**src/rtl/vu_commit_collector_if.sv**
```systemverilog
// Command-issue and lane-commit bundle between the scalar issuer, the vector lanes and the commit collector.
// The master modport drives the issue and commit inputs; the slave modport is the collector itself.
interface vu_commit_collector_if #(
    parameter int NUM_LANE         = 4,
    parameter int NUM_ENTRY_HAZARD = 8
);
    localparam int W = $clog2(NUM_ENTRY_HAZARD);

    logic                    I_Issue;
    logic [W-1:0]            I_Issue_No;
    logic [NUM_LANE-1:0]     I_En_Lane;
    logic                    O_Full;
    logic                    O_Empty;
    logic [W:0]              O_Num_Pending;
    logic [NUM_LANE-1:0]     I_Lane_Commit;
    logic [NUM_LANE*W-1:0]   I_Lane_Issue_No;
    logic                    O_Commit;
    logic [W-1:0]            O_Commit_No;
    logic                    O_Err;

    modport master (
        output I_Issue, I_Issue_No, I_En_Lane, I_Lane_Commit, I_Lane_Issue_No,
        input  O_Full, O_Empty, O_Num_Pending, O_Commit, O_Commit_No, O_Err
    );

    modport slave (
        input  I_Issue, I_Issue_No, I_En_Lane, I_Lane_Commit, I_Lane_Issue_No,
        output O_Full, O_Empty, O_Num_Pending, O_Commit, O_Commit_No, O_Err
    );
endinterface

```
**src/rtl/vu_commit_collector.sv**
```systemverilog
// Tracks issued vector commands, gathers per-lane commits and retires commands strictly in issue order.
// Retire is one cycle after the head completes; O_Full holds off the issuer, O_Err flags protocol violations.
module vu_commit_collector #(
    parameter int NUM_LANE         = 4,
    parameter int NUM_ENTRY_HAZARD = 8
) (
    input  logic                 clock,
    input  logic                 reset,
    vu_commit_collector_if.slave bus
);
    localparam int W = $clog2(NUM_ENTRY_HAZARD);
    localparam logic [W:0] C_DEPTH = (W+1)'(NUM_ENTRY_HAZARD);

    logic [NUM_ENTRY_HAZARD-1:0]                r_v;
    logic [NUM_ENTRY_HAZARD-1:0][NUM_LANE-1:0]  r_en_lane;
    logic [NUM_ENTRY_HAZARD-1:0][NUM_LANE-1:0]  r_en_commit;
    logic [NUM_ENTRY_HAZARD-1:0][W-1:0]         r_fifo;
    logic [W-1:0]                               r_head;
    logic [W-1:0]                               r_tail;
    logic [W:0]                                 r_count;
    logic                                       r_commit;
    logic [W-1:0]                               r_commit_no;
    logic                                       r_full;
    logic                                       r_empty;
    logic                                       r_err;

    logic [W-1:0]                               w_head_no;
    logic                                       w_retire;
    logic                                       w_issue_ok;
    logic                                       w_issue_err;
    logic [NUM_ENTRY_HAZARD-1:0]                w_v;
    logic [NUM_ENTRY_HAZARD-1:0][NUM_LANE-1:0]  w_en_lane;
    logic [NUM_ENTRY_HAZARD-1:0][NUM_LANE-1:0]  w_en_commit;
    logic [W-1:0]                               w_lane_no;
    logic                                       w_lane_err;
    logic [W:0]                                 w_count;

    assign w_head_no = r_fifo[r_head];
    assign w_retire  = (r_count != '0) && r_v[w_head_no] &&
                       (r_en_commit[w_head_no] == r_en_lane[w_head_no]);

    // A full table still accepts an issue when the head retires in the same cycle, and the
    // retiring issue_no may be reused immediately.
    assign w_issue_ok  = bus.I_Issue && (!r_full || w_retire) &&
                         !(r_v[bus.I_Issue_No] && !(w_retire && (w_head_no == bus.I_Issue_No)));
    assign w_issue_err = bus.I_Issue && !w_issue_ok;

    // Retire clears first, issue overwrites, then lane commits see the resulting entry.
    always_comb begin
        w_v         = r_v;
        w_en_lane   = r_en_lane;
        w_en_commit = r_en_commit;
        w_lane_no   = '0;
        w_lane_err  = 1'b0;
        if (w_retire) begin
            w_v[w_head_no] = 1'b0;
        end
        if (w_issue_ok) begin
            w_v[bus.I_Issue_No]         = 1'b1;
            w_en_lane[bus.I_Issue_No]   = bus.I_En_Lane;
            w_en_commit[bus.I_Issue_No] = '0;
        end
        for (int l = 0; l < NUM_LANE; l++) begin
            w_lane_no = bus.I_Lane_Issue_No[l*W +: W];
            if (bus.I_Lane_Commit[l]) begin
                if (w_v[w_lane_no] && w_en_lane[w_lane_no][l] && !w_en_commit[w_lane_no][l]) begin
                    w_en_commit[w_lane_no][l] = 1'b1;
                end else begin
                    w_lane_err = 1'b1;
                end
            end
        end
    end

    always_comb begin
        w_count = r_count;
        if (w_issue_ok && !w_retire) begin
            w_count = r_count + (W+1)'(1);
        end else if (!w_issue_ok && w_retire) begin
            w_count = r_count - (W+1)'(1);
        end
    end

    always_ff @(posedge clock or posedge reset) begin
        if (reset) begin
            r_v         <= '0;
            r_en_lane   <= '0;
            r_en_commit <= '0;
            r_fifo      <= '0;
            r_head      <= '0;
            r_tail      <= '0;
            r_count     <= '0;
            r_commit    <= 1'b0;
            r_commit_no <= '0;
            r_full      <= 1'b0;
            r_empty     <= 1'b1;
            r_err       <= 1'b0;
        end else begin
            r_v         <= w_v;
            r_en_lane   <= w_en_lane;
            r_en_commit <= w_en_commit;
            if (w_issue_ok) begin
                r_fifo[r_tail] <= bus.I_Issue_No;
                r_tail         <= r_tail + W'(1);
            end
            if (w_retire) begin
                r_head      <= r_head + W'(1);
                r_commit_no <= w_head_no;
            end
            r_commit <= w_retire;
            r_count  <= w_count;
            r_full   <= (w_count == C_DEPTH);
            r_empty  <= (w_count == '0);
            r_err    <= r_err | w_issue_err | w_lane_err;
        end
    end

    assign bus.O_Full        = r_full;
    assign bus.O_Empty       = r_empty;
    assign bus.O_Num_Pending = r_count;
    assign bus.O_Commit      = r_commit;
    assign bus.O_Commit_No   = r_commit_no;
    assign bus.O_Err         = r_err;
endmodule

```
**src/flat_wrapper.sv**
```systemverilog
// flat-port wrapper written by rule: the top's interface ports become plain ports
module vu_commit_collector_flat 
#(
    parameter int NUM_LANE         = 4,
    parameter int NUM_ENTRY_HAZARD = 8
)
  (clock, reset, bus_I_Issue, bus_I_Issue_No, bus_I_En_Lane, bus_I_Lane_Commit, bus_I_Lane_Issue_No, bus_O_Full, bus_O_Empty, bus_O_Num_Pending, bus_O_Commit, bus_O_Commit_No, bus_O_Err);
  vu_commit_collector_if #(.NUM_LANE(NUM_LANE), .NUM_ENTRY_HAZARD(NUM_ENTRY_HAZARD)) bus_i ();
  input  logic clock;
  input  logic reset;
  input wire logic [$bits(bus_i.I_Issue)-1:0] bus_I_Issue;
  input wire logic [$bits(bus_i.I_Issue_No)-1:0] bus_I_Issue_No;
  input wire logic [$bits(bus_i.I_En_Lane)-1:0] bus_I_En_Lane;
  input wire logic [$bits(bus_i.I_Lane_Commit)-1:0] bus_I_Lane_Commit;
  input wire logic [$bits(bus_i.I_Lane_Issue_No)-1:0] bus_I_Lane_Issue_No;
  output wire logic [$bits(bus_i.O_Full)-1:0] bus_O_Full;
  output wire logic [$bits(bus_i.O_Empty)-1:0] bus_O_Empty;
  output wire logic [$bits(bus_i.O_Num_Pending)-1:0] bus_O_Num_Pending;
  output wire logic [$bits(bus_i.O_Commit)-1:0] bus_O_Commit;
  output wire logic [$bits(bus_i.O_Commit_No)-1:0] bus_O_Commit_No;
  output wire logic [$bits(bus_i.O_Err)-1:0] bus_O_Err;
  assign bus_i.I_Issue = bus_I_Issue;
  assign bus_i.I_Issue_No = bus_I_Issue_No;
  assign bus_i.I_En_Lane = bus_I_En_Lane;
  assign bus_i.I_Lane_Commit = bus_I_Lane_Commit;
  assign bus_i.I_Lane_Issue_No = bus_I_Lane_Issue_No;
  assign bus_O_Full = bus_i.O_Full;
  assign bus_O_Empty = bus_i.O_Empty;
  assign bus_O_Num_Pending = bus_i.O_Num_Pending;
  assign bus_O_Commit = bus_i.O_Commit;
  assign bus_O_Commit_No = bus_i.O_Commit_No;
  assign bus_O_Err = bus_i.O_Err;
  vu_commit_collector #(.NUM_LANE(NUM_LANE), .NUM_ENTRY_HAZARD(NUM_ENTRY_HAZARD)) u_core (.clock(clock), .reset(reset), .bus(bus_i));
endmodule
```
**config.mk**
```make
export PLATFORM = sky130hd
export DESIGN_NAME = vu_commit_collector_flat
export DESIGN_NICKNAME = d
export VERILOG_FILES = /design/src/rtl/vu_commit_collector_if.sv /design/src/rtl/vu_commit_collector.sv /design/src/flat_wrapper.sv
export SDC_FILE = /design/constraint.sdc
export NUM_CORES = 1
export LEC_CHECK = 0
export ABC_AREA = 1
export CORE_MARGIN = 3
export CORE_UTILIZATION = 65
export CTS_CLUSTER_DIAMETER = 100
export DETAILED_ROUTE_END_ITERATION = 8
export GPL_TIMING_DRIVEN = 0
export HOLD_SLACK_MARGIN = 0.08
export PLACE_DENSITY = 0.82
export SLEW_MARGIN = 0
export SYNTH_ARGS = -nofsm -noshare
export SYNTH_HDL_FRONTEND = slang
export SYNTH_SLANG_ARGS = --single-unit
```
**constraint.sdc**
```tcl
create_clock -name clock -period 8.8 [get_ports clock]
set_clock_uncertainty 0.1 [all_clocks]
set_input_delay 0.88 -clock clock [delete_from_list [all_inputs] [get_ports clock]]
set_output_delay 0.88 -clock clock [all_outputs]
set_load 0.01 [all_outputs]
```
# ---- After elaboration in Yosys (flattened, before gate mapping)
# Index checks and enable logic that the tools add are counted.
dict set report op_classes {
  add_sub_neg 4
  mul 0
  n_div 0
  order_cmp 15
  eq_ne 3
  shift 0
  muxes 74
  n_bitwise 11
  reduce_logical 36
}
# cell count
set op_table {}
lappend op_table {{two-way mux 32 bit} 10}
lappend op_table {{bitwise OR 32 bit} 4}
lappend op_table {{binary-select mux 4 bit (select 3 bit)} 10}
lappend op_table {{demux 4 bit (select 3 bit)} 5}
lappend op_table {{AND 32 bit} 1}
lappend op_table {{bitwise mux 32 bit} 1}
lappend op_table {{< comparator 3 x 4 -> 1 bit (second input constant)} 8}
lappend op_table {{two-way mux 4 bit} 8}
lappend op_table {{inverter 32 bit} 1}
lappend op_table {{bitwise mux 24 bit} 1}
lappend op_table {{logical AND 1 bit} 24}
lappend op_table {{greater-or-equal comparator 3 x 1 -> 1 bit (second input constant)} 7}
lappend op_table {{two-way mux 1 bit} 19}
lappend op_table {{binary-select mux 1 bit (select 3 bit)} 6}
lappend op_table {{two-way mux 8 bit} 2}
lappend op_table {{two-way mux 3 bit} 5}
lappend op_table {{binary-select mux 3 bit (select 3 bit)} 1}
lappend op_table {{demux 3 bit (select 3 bit)} 1}
lappend op_table {{zero test 1 bit} 9}
lappend op_table {{AND 8 bit} 1}
lappend op_table {{inverter 8 bit} 1}
lappend op_table {{bitwise OR 8 bit} 1}
lappend op_table {{adder 3 x 1 -> 3 bit (second input constant)} 2}
lappend op_table {{demux 1 bit (select 3 bit)} 2}
lappend op_table {{other kinds (10)} 13}
dict set report totals {
  regBits 113
  latch_bits 0
  ramBits 0
  rom_bits 0
  wordCells 176
  memories 0
}

# ---- Depth between registers and ports, before layout
# Gate-level depths: netlist (run 1).
dict set report logic_depth {
  word_depth 37
  mapped_depth 31
  ltp_nobuf 29
}

# ---- Least setup slack after synthesis (run 1)
# Ideal clock, no wire load.
dict set report synth_timing {
  path_type {input -> register}
  from {input bus_I_Issue_No[2]}
  to {register u_core.r_err, in the netlist u_core.bus.O_Err}
  setup_time_ns 0.125
  arrival_time_ns 3.135
  t_required_ns 8.575
  slack_ns 5.440
  cell_stages 22
  n_path_buf 3
  cell_sequence {inv_1 buf_2 nor3_1 nand2_1 o211ai_1 a221oi_1 nand4_1 or2_2 nand2_4 nand2_2 buf_6 buf_6 nand2_1 nand3_1 nand2_1 nand3_1 nand2_1 nand2_1 nor2_4 nor2_1 nor2_1 nand3_1}
}
dict set report synth_between {
  elab_chain_cells 32
}
# item line_no
set synth_lines {}
lappend synth_lines {{start, declared} flat_wrapper.sv:12} ;# input wire logic [$bits(bus_i.I_Issue_No)-1:0] bus_I_Issue_No;
lappend synth_lines {{< comparator 3 x 4 -> 1 bit (implied by the code), or another cell as far along} {vu_commit_collector.sv:59, vu_commit_collector.sv:60, vu_commit_collector.sv:61}}
lappend synth_lines {{logical AND 1 bit (on tied branches)} --}
lappend synth_lines {{two-way mux 4 bit (implied by the code) / zero test 1 bit (equally long branches)} {vu_commit_collector.sv:60, vu_commit_collector.sv:61, vu_commit_collector.sv:45}}
lappend synth_lines {{demux 4 bit (select 3 bit) / logical AND 1 bit (equally long branches)} --}
lappend synth_lines {{inverter 32 bit (no source line) / zero test 1 bit (equally long branches)} --}
lappend synth_lines {{AND 32 bit (no source line) / logical AND 1 bit (equally long branches)} --}
lappend synth_lines {{two-way mux 32 bit / two-way mux 8 bit (equally long branches)} vu_commit_collector.sv:58} ;# if (w_issue_ok) begin
lappend synth_lines {{binary-select mux 4 bit (select 3 bit) / binary-select mux 1 bit (select 3 bit) (equally long branches)} vu_commit_collector.sv:66} ;# if (w_v[w_lane_no] && w_en_lane[w_lane_no][l] && !w_en_commit[w_lane_no][l]) begin
lappend synth_lines {{[16 not listed]} --}
lappend synth_lines {{two-way mux 32 bit} vu_commit_collector.sv:65} ;# if (bus.I_Lane_Commit[l]) begin
lappend synth_lines {{binary-select mux 4 bit (select 3 bit)} vu_commit_collector.sv:66}
lappend synth_lines {{two-way mux 4 bit (implied by the code)} vu_commit_collector.sv:66}
lappend synth_lines {{zero test 1 bit} vu_commit_collector.sv:66}
lappend synth_lines {{logical AND 1 bit} vu_commit_collector.sv:66}
lappend synth_lines {{two-way mux 1 bit} vu_commit_collector.sv:66}
lappend synth_lines {{two-way mux 1 bit} vu_commit_collector.sv:65}
lappend synth_lines {{bitwise OR 1 bit *} vu_commit_collector.sv:114} ;# r_err <= r_err | w_issue_err | w_lane_err;
lappend synth_lines {{end signal, assigned} vu_commit_collector.sv:114}
lappend synth_lines {{end, declared} vu_commit_collector.sv:25} ;# logic r_err;
# Mark *: on every way between the ends. The rest lies on a longest branch, timed or not. The select of a mux whose other input is x is not followed.
# A chain may end at the register's enable or synchronous reset.

# ---- Worst setup path in the final report (run 1)
dict set report layout_timing {
  from {input bus_I_Issue_No[0]}
  to {register u_core.r_err, in the netlist u_core.bus.O_Err}
}
dict set report layout_between {
  elab_chain_cells 32
}
# item line_no
set layout_lines {}
lappend layout_lines {{parallel branches: the longest is 6 deep, another holds < comparator 3 x 4 -> 1 bit} --}
lappend layout_lines {{two-way mux 8 bit *} vu_commit_collector.sv:58}
lappend layout_lines {{via u_core.w_v[2]} vu_commit_collector.sv:31} ;# logic [NUM_ENTRY_HAZARD-1:0] w_v;
lappend layout_lines {{binary-select mux 1 bit (select 3 bit)} vu_commit_collector.sv:66}
lappend layout_lines {{two-way mux 1 bit (implied by the code)} vu_commit_collector.sv:66}
lappend layout_lines {{logical AND 1 bit (2 in a row)} vu_commit_collector.sv:66}
lappend layout_lines {{two-way mux 32 bit} vu_commit_collector.sv:66}
lappend layout_lines {{two-way mux 32 bit} vu_commit_collector.sv:65}
lappend layout_lines {{[11 not listed]} --}
lappend layout_lines {{two-way mux 32 bit} vu_commit_collector.sv:65}
lappend layout_lines {{binary-select mux 4 bit (select 3 bit)} vu_commit_collector.sv:66}
lappend layout_lines {{two-way mux 4 bit (implied by the code)} vu_commit_collector.sv:66}
lappend layout_lines {{zero test 1 bit} vu_commit_collector.sv:66}
lappend layout_lines {{logical AND 1 bit} vu_commit_collector.sv:66}
lappend layout_lines {{two-way mux 1 bit} vu_commit_collector.sv:66}
lappend layout_lines {{two-way mux 1 bit *} vu_commit_collector.sv:65}
lappend layout_lines {{bitwise OR 1 bit *} vu_commit_collector.sv:114}
# Mark *: on every way through the listed nets, which the timed path passes. The select of a mux whose other input is x is not followed.

==> report_table.html, run 1 <==
<table>
<tr><th>Metric</th><th>Value</th></tr>
<tr><th colspan="2">Power</th></tr>
<tr><td>Highest ir drop seen on vdd</td><td>331 µV</td></tr>
<tr><td>Ratio of total power to cell area</td><td>486 nW/µm²</td></tr>
<tr><td>Leakage power of the design</td><td>4.53 nW</td></tr>
<tr><th colspan="2">Setup path</th></tr>
<tr><td>Critical R2R Capture</td><td>u_core.bus.O_Err</td></tr>
<tr><td>Critical path destination</td><td>u_core.bus.O_Err</td></tr>
<tr><td>Category of the critical setup timing path</td><td>input port to flip-flop</td></tr>
<tr><td>Setup crit end kind</td><td>flip-flop</td></tr>
<tr><td>Crit path depth</td><td>20</td></tr>
<tr><td>Worst-case reg-to-reg path depth</td><td>25</td></tr>
<tr><td>Reg2Reg Launch Point</td><td>u_core.r_head[0]</td></tr>
<tr><td>Cell with the largest stage delay on the worst path</td><td>clkdlybuf4s50_1</td></tr>
<tr><td>Element type at the critical path start</td><td>input port</td></tr>
<tr><td>Critical path data arrival time</td><td>4.66 ns</td></tr>
<tr><td>Endpoint required time on the critical path</td><td>8.99 ns</td></tr>
<tr><td>Number of buffer and inverter instances along the worst setup path</td><td>4</td></tr>
<tr><td>Top cell by count, worst path</td><td>nand2_1</td></tr>
<tr><td>CP max FO</td><td>10</td></tr>
<tr><td>Crit. Startpoint</td><td>bus_I_Issue_No[0]</td></tr>
<tr><td>Cell Chain, Critical Path</td><td>clkdlybuf4s50_1 -&gt; inv_1 -&gt; clkbuf_1 -&gt; nand2_1 -&gt; inv_1 -&gt; nand2_1 -&gt; nand4_1 -&gt; or2_2 -&gt; nand2_4 -&gt; nand3_2 -&gt; nand2_1 -&gt; nand2_1 -&gt; nand2_1 -&gt; nand3_1 -&gt; nand2_1 -&gt; nand2_1 -&gt; nor2_4 -&gt; nor2_1 -&gt; nor2_1 -&gt; nand3_1</td></tr>
<tr><td>Slowest Stage Delay on Critical Path</td><td>0.64 ns</td></tr>
<tr><td>Setup slack of the worst register-to-register path</td><td>4.53 ns</td></tr>
<tr><td>Cell family contributing the most delay on the critical path</td><td>simple AND/OR/NAND/NOR gates</td></tr>
<tr><th colspan="2">Status</th></tr>
<tr><td>Outcome</td><td>finished clean</td></tr>
<tr><th colspan="2">Clock network</th></tr>
<tr><td>Post-CTS Hold Fix Bufs</td><td>0</td></tr>
<tr><td>Root buffer cell</td><td>clkbuf_16</td></tr>
<tr><td>Number of sinks handled by clock tree synthesis</td><td>113</td></tr>
<tr><td>Number of buffers inserted during clock tree synthesis</td><td>17</td></tr>
<tr><td>Clk_lat worst skew</td><td>0.43 ns</td></tr>
<tr><td>Number of buffers inserted by post-CTS setup repair</td><td>0</td></tr>
<tr><td>Number of buffers on the longest clock path</td><td>2</td></tr>
<tr><td>TritonCTS clock tree</td><td>done</td></tr>
<tr><td>CTS clock-pin slew for the worst setup and hold paths</td><td>0.05 ns</td></tr>
<tr><td># H-tree levels</td><td>4</td></tr>
<tr><td>Total of cells resized after clock tree synthesis</td><td>0</td></tr>
<tr><th colspan="2">Floorplanning</th></tr>
<tr><td>Initial cell density of the core</td><td>0.674</td></tr>
<tr><td>Die X</td><td>113 µm</td></tr>
<tr><td>Num rows</td><td>38</td></tr>
<tr><td>Boundary Pins</td><td>37</td></tr>
<tr><td>Die height</td><td>113 µm</td></tr>
<tr><td>Die Outline Area</td><td>12700 µm²</td></tr>
<tr><td>Core Box Area</td><td>11000 µm²</td></tr>
<tr><th colspan="2">Drt</th></tr>
<tr><td>Antenna-violating nets left</td><td>0</td></tr>
<tr><td>Vias after detailed routing</td><td>7562</td></tr>
<tr><td>DRC errors left</td><td>0</td></tr>
<tr><td>First-pass iteration count of the detailed router</td><td>6</td></tr>
<tr><td>Wire length per cell</td><td>16.9 µm</td></tr>
<tr><td>Via density</td><td>5.78</td></tr>
<tr><td>DRC marker count from the first detailed-route iteration</td><td>972</td></tr>
<tr><td>Total wire length after detailed routing</td><td>22.1 mm</td></tr>
<tr><th colspan="2">Layout</th></tr>
<tr><td>Area overhead of the layout relative to synthesis</td><td>15.5%</td></tr>
<tr><td># fillers</td><td>864</td></tr>
<tr><td>Fin cells</td><td>1308</td></tr>
<tr><td>Leading cell type in the layout, fill and taps excluded</td><td>nand2_1</td></tr>
<tr><td>Diodes inserted</td><td>0</td></tr>
<tr><td>Most frequent cells in the layout</td><td>nand2_1, nand3_1, inv_1</td></tr>
<tr><td>Post-route cell area</td><td>8550 µm²</td></tr>
<tr><td>Final #Nets</td><td>1186</td></tr>
<tr><td>End-of-flow core utilization</td><td>0.778</td></tr>
<tr><td>Fraction of layout instances using a drive strength above 1</td><td>0.0976</td></tr>
<tr><th colspan="2">Hold path</th></tr>
<tr><td>Worst Min Path Start</td><td>u_core.r_fifo[3]</td></tr>
<tr><td>Class of the most critical hold timing path</td><td>flip-flop to flip-flop</td></tr>
<tr><td>Hold Path Depth</td><td>2</td></tr>
<tr><th colspan="2">STA</th></tr>
<tr><td>Final count of pins violating max slew</td><td>0</td></tr>
<tr><td>Actual slew at the worst max-slew pin</td><td>0.625 ns</td></tr>
<tr><td>Aggregate negative setup slack</td><td>0 ns</td></tr>
<tr><td>Final min period</td><td>4.47 ns</td></tr>
<tr><td>Setup slack of the critical path after layout</td><td>4.33 ns</td></tr>
<tr><td>Worst slew slack as a fraction of its limit</td><td>0.580</td></tr>
<tr><td>Final Hold Vio Count</td><td>0</td></tr>
<tr><td>Setup repair after global routing missed its margin</td><td>false</td></tr>
<tr><td>Ratio of final minimum period to clock period</td><td>0.508</td></tr>
<tr><td>Setup violation total in the final timing report</td><td>0</td></tr>
<tr><td>Upper clock frequency limit</td><td>224 MHz</td></tr>
<tr><th colspan="2">Synth</th></tr>
<tr><td>Count of flip-flops with a built-in enable after synthesis</td><td>0</td></tr>
<tr><td>Number of flip-flops and latches in the synthesized netlist</td><td>113</td></tr>
<tr><td>Summed instance area of the synthesized netlist</td><td>7400 µm²</td></tr>
<tr><td>Number of unique standard cell types used by synthesis</td><td>38</td></tr>
<tr><td>Count of synthesis-stage warnings from yosys</td><td>0</td></tr>
<tr><td>Post-synth ARST share</td><td>1.00</td></tr>
<tr><td>Gate Count Post-Synth</td><td>1101</td></tr>
<tr><td>Total nets after synthesis</td><td>1131</td></tr>
<tr><td>Proportion of synthesized chip area in sequential cells</td><td>0.382</td></tr>
<tr><td>Post-synth top flop</td><td>dfrtp_1</td></tr>
<tr><td>Avg Inst Size Synth</td><td>6.72 µm²</td></tr>
<tr><th colspan="2">Placed design</th></tr>
<tr><td>Number of buffer cells added on primary ports</td><td>35</td></tr>
<tr><td>Total cell area at the placement stage</td><td>7950 µm²</td></tr>
<tr><td>Number of instances in the placed design</td><td>1277</td></tr>
<tr><td>Placer Congestion</td><td>0.950</td></tr>
<tr><td>Pre-CTS setup slack</td><td>4.01 ns</td></tr>
<tr><td>DP Wirelength</td><td>15.3 mm</td></tr>
<tr><th colspan="2">Global routing</th></tr>
<tr><td>Wire length of the first global-routing pass</td><td>35.4 mm</td></tr>
<tr><td>Vias in the first global route</td><td>7098</td></tr>
<tr><td>Total GRT Usage</td><td>0.359</td></tr>
<tr><td>Number of antenna violations at the first check in global routing</td><td>0</td></tr>
<tr><td>Total grt overflow</td><td>0</td></tr>
<tr><td>Maximum number of pins on one net before global-route repair</td><td>67</td></tr>
<tr><th colspan="2">Job</th></tr>
<tr><td>Maximum capacitance violations</td><td>0</td></tr>
</table>
-- per-layer routing --
layer  track usage  wire [µm]  up-vias
met5             0          0        -
met4         0.151        830        0
met3        0.0889       2520       81
met2         0.556       9830      426
met1         0.483       8970     3447
li1              -          -     3608
-- Yosys cell counts, types with 5 or more instances --
cell / count / share of area
nand3_1: 177 / 0.12
o211ai_1: 5 / 0.0051
xor2_1: 8 / 0.0095
inv_1: 135 / 0.069
clkbuf_1: 5 / 0.0025
dfrtp_1: 112 / 0.38
nor2_1: 49 / 0.025
buf_6: 12 / 0.018
buf_2: 11 / 0.0074
nand3_4: 8 / 0.019
nor3_1: 7 / 0.0047
nor2_4: 7 / 0.011
nand2_1: 425 / 0.22
nand2_2: 12 / 0.010
o21ai_0: 64 / 0.043
nand3_2: 5 / 0.0068
o21ai_1: 13 / 0.0088
inv_2: 13 / 0.0066
-- stage by stage --
stage	total power (W)	hold slack, ns
2_1_floorplan	0.00272	0.353
3_5_place_dp	0.00335	0.373
4_1_cts	0.00409	0.386
6_report	0.00415	0.386
5_1_grt	0.00445	0.403
3_3_place_gp	0.00330	0.365
-- worst min-delay path, cell delays in order, from the launching register on --
cell     delay, ns
dfrtp_1       0.34
nand2_1       0.05
o21ai_0       0.06
-- logic make-up (layout without fill, tap and decap cells) --
family,count (synthesis),count (layout),synth area share
AO/OA/AOI/OAI,93,93,0.0683
XOR/XNOR,8,8,0.00947
adder cells (fa/ha/maj),4,4,0.00677
buffers and inverters,182,249,0.110
flip-flops,113,113,0.382
AND/OR/NAND/NOR,701,701,0.423
-- worst min-delay path by stage --
stage                             to  slack (ns)
finish              u_core.r_fifo[3]        0.39
global route        u_core.r_fifo[9]        0.40
CTS                 u_core.r_fifo[3]        0.39
detailed placement  u_core.r_fifo[3]        0.37
global placement    u_core.r_fifo[0]        0.36
floorplan           u_core.r_fifo[0]        0.35
-- flip-flops by register name, summed over array words and instances (netlist names) --
register                  count
u_core.r_head                 3
u_core.bus.O_Commit           1
u_core.bus.O_Err              1
u_core.r_en_commit           32
u_core.bus.O_Commit_No        3
u_core.r_v                    8
u_core.bus.O_Num_Pending      4
u_core.bus.O_Full             1
u_core.r_tail                 3
u_core.r_fifo                24
u_core.r_en_lane             32
u_core.bus.O_Empty            1
-- area by class of cell --
| type | instances | area [µm²] | share of cell area |
|---|---|---|---|
| buffer | 32 | 251 | 0.0294 |
| clock inverter | 11 | 138 | 0.0161 |
| inverter | 150 | 568 | 0.0665 |
| timing repair buffer | 36 | 378 | 0.0442 |
| tap | 140 | 175 | 0.0205 |
| sequential | 113 | 2830 | 0.331 |
| multi-input combinational | 806 | 3750 | 0.439 |
| clock buffer | 20 | 457 | 0.0534 |
-- power breakdown --
part	internal (W)	total [W]	switching, W
combinational	0.000854	0.00255	0.00170
clock	0.000454	0.000697	0.000243
sequential	0.000751	0.000905	0.000153
Power figures use the tool's default switching activity.
==> run 2, diff against run 1 <==
--- a/config.mk
+++ b/config.mk
@@ -7,12 +7,12 @@
 export LEC_CHECK = 0
 export ABC_AREA = 1
 export CORE_MARGIN = 3
-export CORE_UTILIZATION = 65
+export CORE_UTILIZATION = 61
 export CTS_CLUSTER_DIAMETER = 100
 export DETAILED_ROUTE_END_ITERATION = 8
 export GPL_TIMING_DRIVEN = 0
 export HOLD_SLACK_MARGIN = 0.08
-export PLACE_DENSITY = 0.82
+export PLACE_DENSITY = 0.78
 export SLEW_MARGIN = 0
 export SYNTH_ARGS = -nofsm -noshare
 export SYNTH_HDL_FRONTEND = slang
==> constraint.sdc (replaced) <==
create_clock -name clock -period 4.5 [get_ports clock]
set_clock_uncertainty 0.1 [all_clocks]
set_input_delay 0.45 -clock clock [delete_from_list [all_inputs] [get_ports clock]]
set_output_delay 0.45 -clock clock [all_outputs]
set_load 0.01 [all_outputs]
==> report_table.html, run 2 (synthesis gave the netlist of run 1 again) <==
<table>
<tr><th>Metric</th><th>Value</th></tr>
<tr><th colspan="2">Status</th></tr>
<tr><td>Outcome</td><td>finished clean</td></tr>
<tr><th colspan="2">Layout</th></tr>
<tr><td>End-of-flow core utilization</td><td>0.737</td></tr>
<tr><td>Fraction of layout instances using a drive strength above 1</td><td>0.0984</td></tr>
<tr><td>Final #Nets</td><td>1186</td></tr>
<tr><td>Leading cell type in the layout, fill and taps excluded</td><td>nand2_1</td></tr>
<tr><td>Area overhead of the layout relative to synthesis</td><td>15.8%</td></tr>
<tr><td>Largest regs</td><td>u_core.r_en_commit (32), u_core.r_en_lane (32), u_core.r_fifo (24)</td></tr>
<tr><td>Most frequent cells in the layout</td><td>nand2_1, nand3_1, inv_1</td></tr>
<tr><td>Diodes inserted</td><td>0</td></tr>
<tr><th colspan="2">Clock network</th></tr>
<tr><td>Number of sinks handled by clock tree synthesis</td><td>113</td></tr>
<tr><td>TritonCTS clock tree</td><td>done</td></tr>
<tr><td>Number of buffers on the longest clock path</td><td>2</td></tr>
<tr><td>Number of buffers inserted during clock tree synthesis</td><td>17</td></tr>
<tr><td>Total of cells resized after clock tree synthesis</td><td>0</td></tr>
<tr><td>Post-CTS Hold Fix Bufs</td><td>0</td></tr>
<tr><td>Number of buffers inserted by post-CTS setup repair</td><td>0</td></tr>
<tr><td># H-tree levels</td><td>4</td></tr>
<tr><td>Clk_lat worst skew</td><td>0.42 ns</td></tr>
<tr><td>CTS clock-pin slew for the worst setup and hold paths</td><td>0.05 ns</td></tr>
<tr><td>Root buffer cell</td><td>clkbuf_16</td></tr>
<tr><th colspan="2">Placed design</th></tr>
<tr><td>Placer Congestion</td><td>0.966</td></tr>
<tr><td>Number of buffer cells added on primary ports</td><td>35</td></tr>
<tr><td>DP Wirelength</td><td>15.5 mm</td></tr>
<tr><th colspan="2">Power</th></tr>
<tr><td>Switching component of the power</td><td>0.00403 W</td></tr>
<tr><td>Leakage power of the design</td><td>4.54 nW</td></tr>
<tr><td>Sequential share of power</td><td>0.220</td></tr>
<tr><td>Highest ir drop seen on vdd</td><td>558 µV</td></tr>
<tr><td>Power Internal</td><td>0.00405 W</td></tr>
<tr><td>Ratio of total power to cell area</td><td>943 nW/µm²</td></tr>
<tr><td>Combinational share of power</td><td>0.610</td></tr>
<tr><td>Switching part of the total</td><td>0.499</td></tr>
<tr><td>Clock network power share</td><td>0.170</td></tr>
<tr><th colspan="2">Global routing</th></tr>
<tr><td>Maximum number of pins on one net before global-route repair</td><td>85</td></tr>
<tr><td>Total GRT Usage</td><td>0.339</td></tr>
<tr><td>Vias in the first global route</td><td>6966</td></tr>
<tr><td>Wire length of the first global-routing pass</td><td>34.7 mm</td></tr>
<tr><td>Number of antenna violations at the first check in global routing</td><td>0</td></tr>
<tr><td>Total grt overflow</td><td>0</td></tr>
<tr><th colspan="2">Setup path</th></tr>
<tr><td>Slowest Stage Delay on Critical Path</td><td>0.42 ns</td></tr>
<tr><td>Critical path data arrival time</td><td>4.49 ns</td></tr>
<tr><td>Crit. Startpoint</td><td>u_core.r_head[0]</td></tr>
<tr><td>Cell family contributing the most delay on the critical path</td><td>simple AND/OR/NAND/NOR gates</td></tr>
<tr><td>Reg2Reg Launch Point</td><td>u_core.r_head[0]</td></tr>
<tr><td>CP max FO</td><td>10</td></tr>
<tr><td>Number of buffer and inverter instances along the worst setup path</td><td>2</td></tr>
<tr><td>Endpoint required time on the critical path</td><td>4.69 ns</td></tr>
<tr><td>Element type at the critical path start</td><td>flip-flop</td></tr>
<tr><td>Setup crit end kind</td><td>flip-flop</td></tr>
<tr><td>Top cell by count, worst path</td><td>nand2_1</td></tr>
<tr><td>Cell with the largest stage delay on the worst path</td><td>dfrtp_1</td></tr>
<tr><td>Category of the critical setup timing path</td><td>flip-flop to flip-flop</td></tr>
<tr><th colspan="2">Drt</th></tr>
<tr><td>Wire length per cell</td><td>16.5 µm</td></tr>
<tr><td>Via density</td><td>5.67</td></tr>
<tr><td>Antenna-violating nets left</td><td>0</td></tr>
<tr><td>DRC errors left</td><td>0</td></tr>
<tr><td>Total wire length after detailed routing</td><td>21.7 mm</td></tr>
<tr><td>Vias after detailed routing</td><td>7433</td></tr>
<tr><td>First-pass iteration count of the detailed router</td><td>6</td></tr>
<tr><td>DRC marker count from the first detailed-route iteration</td><td>789</td></tr>
<tr><th colspan="2">STA</th></tr>
<tr><td>Setup repair after global routing missed its margin</td><td>false</td></tr>
<tr><td>Worst slew slack as a fraction of its limit</td><td>0.500</td></tr>
<tr><td>Final min period</td><td>4.30 ns</td></tr>
<tr><td>Final Hold Vio Count</td><td>0</td></tr>
<tr><td>Upper clock frequency limit</td><td>233 MHz</td></tr>
<tr><td>Ratio of final minimum period to clock period</td><td>0.955</td></tr>
<tr><td>Final count of pins violating max slew</td><td>0</td></tr>
<tr><td>Setup violation total in the final timing report</td><td>0</td></tr>
<tr><td>Smallest hold slack</td><td>0.269 ns</td></tr>
<tr><td>Actual slew at the worst max-slew pin</td><td>0.744 ns</td></tr>
<tr><th colspan="2">Floorplanning</th></tr>
<tr><td>Die X</td><td>116 µm</td></tr>
<tr><td>Die height</td><td>116 µm</td></tr>
<tr><td>Core Box Area</td><td>11600 µm²</td></tr>
<tr><td>Boundary Pins</td><td>37</td></tr>
<tr><td>Initial cell density of the core</td><td>0.637</td></tr>
<tr><td>Num rows</td><td>39</td></tr>
<tr><td>Die Outline Area</td><td>13500 µm²</td></tr>
<tr><th colspan="2">Job</th></tr>
<tr><td>Maximum capacitance violations</td><td>0</td></tr>
<tr><th colspan="2">Hold path</th></tr>
<tr><td>Class of the most critical hold timing path</td><td>input port to async pin</td></tr>
</table>
## run 2: final cells by class
class / count / area [µm²]
Clock inverter: 11 / 135
Inverter: 150 / 571
Fill cell: 965 / 3050
Tap cell: 143 / 179
Clock buffer: 21 / 470
Multi-Input combinational cell: 806 / 3750
Timing Repair Buffer: 36 / 378
Buffer: 32 / 251
Sequential cell: 113 / 2830
## run 2: metrics by stage
step	power (W)	std cells	setup slack, ns	setup TNS (ns)	instance area, µm²
after floorplan	0.00533	1101	0.964	0	7400
after global placement	0.00646	1279	-0.747	-82.47	7930
after detailed placement	0.00654	1280	0.123	0	7960
after CTS	0.00799	1312	0.315	0	8560
after global routing	0.00872	1312	0.0187	0	8560
final	0.00808	1312	0.205	0	8560
## run 2: power by group through the flow
stage                     combinational, W  sequential [W]  clock, W
after floorplan                    0.00362         0.00170         0
after global placement             0.00469         0.00176         0
after detailed placement           0.00478         0.00176         0
after CTS                          0.00485         0.00176   0.00138
after global routing               0.00547         0.00182   0.00143
final                              0.00493         0.00177   0.00137
## run 2: final timing paths
kind / to / slack [ns] / cells past startpoint
max: u_core.bus.O_Err / 0.20 / 26
min: u_core.bus.O_Num_Pending[0] / 0.27 / 2
max reg2reg: u_core.bus.O_Err / 0.20 / 26
min reg2reg: u_core.r_fifo[22] / 0.38 / 2
max in group asynchronous: u_core.r_en_lane[28] / 3.33 / 3
min in group clock: u_core.r_fifo[22] / 0.38 / 2
## run 2: per-layer routing
| metal | part of all wire | routed length [µm] | track usage | up-vias |
|---|---|---|---|---|
| li1 | - | - | - | 3602 |
| met1 | 0.42 | 9160 | 0.454 | 3425 |
| met2 | 0.45 | 9690 | 0.519 | 340 |
| met3 | 0.090 | 1950 | 0.0845 | 66 |
| met4 | 0.039 | 848 | 0.159 | 0 |
| met5 | 0 | 0 | 0 | - |
==> run 3, diff against run 2 <==
--- a/config.mk
+++ b/config.mk
@@ -6,6 +6,7 @@
 export NUM_CORES = 1
 export LEC_CHECK = 0
 export ABC_AREA = 1
+export CAP_MARGIN = 20
 export CORE_MARGIN = 3
 export CORE_UTILIZATION = 61
 export CTS_CLUSTER_DIAMETER = 100
@@ -13,7 +14,7 @@
 export GPL_TIMING_DRIVEN = 0
 export HOLD_SLACK_MARGIN = 0.08
 export PLACE_DENSITY = 0.78
-export SLEW_MARGIN = 0
+export SLEW_MARGIN = 20
 export SYNTH_ARGS = -nofsm -noshare
 export SYNTH_HDL_FRONTEND = slang
 export SYNTH_SLANG_ARGS = --single-unit
==> report_table.html, run 3 (synthesis gave the netlist of run 1 again) <==
<table>
<tr><th>Metric</th><th>Value</th></tr>
<tr><th colspan="2">Global routing</th></tr>
<tr><td>Wire length of the first global-routing pass</td><td>34.9 mm</td></tr>
<tr><td>Vias in the first global route</td><td>6878</td></tr>
<tr><td>Maximum number of pins on one net before global-route repair</td><td>60</td></tr>
<tr><td>Total grt overflow</td><td>0</td></tr>
<tr><td>Total GRT Usage</td><td>0.344</td></tr>
<tr><td>Number of antenna violations at the first check in global routing</td><td>0</td></tr>
<tr><th colspan="2">Power</th></tr>
<tr><td>Ratio of total power to cell area</td><td>955 nW/µm²</td></tr>
<tr><td>Leakage power of the design</td><td>4.56 nW</td></tr>
<tr><td>Total power draw</td><td>0.00824 W</td></tr>
<tr><td>Highest ir drop seen on vdd</td><td>520 µV</td></tr>
<tr><th colspan="2">Job</th></tr>
<tr><td>Maximum capacitance violations</td><td>0</td></tr>
<tr><th colspan="2">Setup path</th></tr>
<tr><td>Setup crit end kind</td><td>flip-flop</td></tr>
<tr><td>Element type at the critical path start</td><td>flip-flop</td></tr>
<tr><td>Top cell by count, worst path</td><td>nand2_1</td></tr>
<tr><td>Cell with the largest stage delay on the worst path</td><td>dfrtp_1</td></tr>
<tr><td>Critical path data arrival time</td><td>4.47 ns</td></tr>
<tr><td>Slowest Stage Delay on Critical Path</td><td>0.42 ns</td></tr>
<tr><td>CP max FO</td><td>10</td></tr>
<tr><td>Worst-case reg-to-reg path depth</td><td>27</td></tr>
<tr><td>Critical R2R Capture</td><td>u_core.bus.O_Err</td></tr>
<tr><td>Endpoint required time on the critical path</td><td>4.70 ns</td></tr>
<tr><td>Setup slack of the worst register-to-register path</td><td>0.23 ns</td></tr>
<tr><td>Reg2Reg Launch Point</td><td>u_core.r_head[0]</td></tr>
<tr><td>Category of the critical setup timing path</td><td>flip-flop to flip-flop</td></tr>
<tr><th colspan="2">Drt</th></tr>
<tr><td>Wire length per cell</td><td>16.9 µm</td></tr>
<tr><td>First-pass iteration count of the detailed router</td><td>6</td></tr>
<tr><td>Via density</td><td>5.65</td></tr>
<tr><td>DRC errors left</td><td>0</td></tr>
<tr><td>Total wire length after detailed routing</td><td>22.2 mm</td></tr>
<tr><td>DRC marker count from the first detailed-route iteration</td><td>869</td></tr>
<tr><td>Antenna-violating nets left</td><td>0</td></tr>
<tr><td>Vias after detailed routing</td><td>7414</td></tr>
<tr><th colspan="2">Layout</th></tr>
<tr><td>Leading cell type in the layout, fill and taps excluded</td><td>nand2_1</td></tr>
<tr><td>End-of-flow core utilization</td><td>0.743</td></tr>
<tr><td>Area overhead of the layout relative to synthesis</td><td>16.6%</td></tr>
<tr><td>Area occupied by multi-input gates</td><td>3750 µm²</td></tr>
<tr><td>Post-route cell area</td><td>8630 µm²</td></tr>
<tr><td>Fraction of layout instances using a drive strength above 1</td><td>0.0992</td></tr>
<tr><td>Flip-flop and latch area</td><td>2830 µm²</td></tr>
<tr><td>Diodes inserted</td><td>0</td></tr>
<tr><td>Largest regs</td><td>u_core.r_en_commit (32), u_core.r_en_lane (32), u_core.r_fifo (24)</td></tr>
<tr><td>Most frequent cells in the layout</td><td>nand2_1, nand3_1, inv_1</td></tr>
<tr><td># fillers</td><td>976</td></tr>
<tr><td>Final #Nets</td><td>1186</td></tr>
<tr><th colspan="2">Clock network</th></tr>
<tr><td># H-tree levels</td><td>4</td></tr>
<tr><td>Clk_lat worst skew</td><td>0.43 ns</td></tr>
<tr><td>CTS clock-pin slew for the worst setup and hold paths</td><td>0.06 ns</td></tr>
<tr><td>Number of buffers inserted during clock tree synthesis</td><td>17</td></tr>
<tr><td>Number of buffers inserted by post-CTS setup repair</td><td>0</td></tr>
<tr><td>Number of buffers on the longest clock path</td><td>2</td></tr>
<tr><td>Number of sinks handled by clock tree synthesis</td><td>113</td></tr>
<tr><td>TritonCTS clock tree</td><td>done</td></tr>
<tr><td>Root buffer cell</td><td>clkbuf_16</td></tr>
<tr><th colspan="2">STA</th></tr>
<tr><td>Actual slew at the worst max-slew pin</td><td>0.745 ns</td></tr>
<tr><td>Final count of pins violating max slew</td><td>0</td></tr>
<tr><td>Final min period</td><td>4.27 ns</td></tr>
<tr><td>Final Hold Vio Count</td><td>0</td></tr>
<tr><td>Aggregate negative setup slack</td><td>0 ns</td></tr>
<tr><td>Smallest hold slack</td><td>0.377 ns</td></tr>
<tr><td>Upper clock frequency limit</td><td>234 MHz</td></tr>
<tr><td>Setup violation total in the final timing report</td><td>0</td></tr>
<tr><td>Ratio of final minimum period to clock period</td><td>0.949</td></tr>
<tr><td>Setup repair after global routing missed its margin</td><td>false</td></tr>
<tr><td>Worst slew slack as a fraction of its limit</td><td>0.500</td></tr>
<tr><th colspan="2">Status</th></tr>
<tr><td>Outcome</td><td>finished clean</td></tr>
<tr><th colspan="2">Floorplanning</th></tr>
<tr><td>Die X</td><td>116 µm</td></tr>
<tr><td>Die height</td><td>116 µm</td></tr>
<tr><td>Core Box Area</td><td>11600 µm²</td></tr>
<tr><td>Die Outline Area</td><td>13500 µm²</td></tr>
<tr><td>Boundary Pins</td><td>37</td></tr>
<tr><td>Initial cell density of the core</td><td>0.637</td></tr>
<tr><td>Num rows</td><td>39</td></tr>
<tr><th colspan="2">Placed design</th></tr>
<tr><td>Placer Congestion</td><td>0.966</td></tr>
<tr><td>DP Wirelength</td><td>15.5 mm</td></tr>
<tr><td>Total cell area at the placement stage</td><td>7960 µm²</td></tr>
<tr><td>Number of buffer cells added on primary ports</td><td>35</td></tr>
<tr><th colspan="2">Hold path</th></tr>
<tr><td>Class of the most critical hold timing path</td><td>input port to async pin</td></tr>
</table>
-- run 3: cell types whose count changed in the layout (fill, tap and decap cells not counted) --
cell        delta
clkinv_2       -4
bufinv_16      +3
clkbuf_8       -3
clkinv_4       +2
clkinvlp_4     +2
nand2_1        -1
nand2_2        +1
-- run 3: worst max path at each step --
stage | from | slack [ns] | end
6_report | u_core.r_head[0] | 0.23 | u_core.bus.O_Err
5_1_grt | u_core.r_head[0] | 0.03 | u_core.bus.O_Err
4_1_cts | u_core.r_head[0] | 0.33 | u_core.bus.O_Err
3_5_place_dp | bus_I_Issue_No[2] | 0.11 | u_core.bus.O_Err
3_3_place_gp | reset | -0.75 | u_core.r_en_lane[28]
2_1_floorplan | reset | 0.96 | u_core.bus.O_Commit
-- run 3: through the flow --
step,std cells,setup slack [ns]
after floorplan,1101,0.964
after CTS,1312,0.334
final,1312,0.231
after detailed placement,1280,0.114
after global placement,1279,-0.747
after global routing,1312,0.0291
-- run 3: critical path, delay by kind of cell, from the launching register on --
family	cells	cell delay [ns]
buffers and inverters	2	0.26
AO/OA/AOI/OAI	1	0.15
flip-flops	1	0.42
AND/OR/NAND/NOR	24	3.17
-- run 3: per-layer routing --
metal | vias up | part of all wire | GRT usage
li1 | 3590 | - | -
met1 | 3401 | 0.41 | 0.461
met4 | 0 | 0.040 | 0.155
met3 | 73 | 0.095 | 0.0865
met5 | - | 0 | 0
met2 | 350 | 0.45 | 0.530
-- run 3: final cells by class --
cell class	instances	area share
Buffer	32	0.0291
Inverter	150	0.0661
Sequential cell	113	0.328
Clock buffer	18	0.0497
Clock inverter	14	0.0276
Tap cell	143	0.0207
Multi-Input combinational cell	806	0.435
Timing Repair Buffer	36	0.0438
-- run 3: repair_timing --
item                                    in CTS  in global routing
endpoints found under the setup margin       0                  1
resized for setup                            0                  1
hold buffers                                 0                  0
-- run 3: power breakdown --
group	switching, W	internal, W
clock network	0.000503	0.00104
logic	0.00325	0.00167
registers	0.000308	0.00147
total	0.00406	0.00417
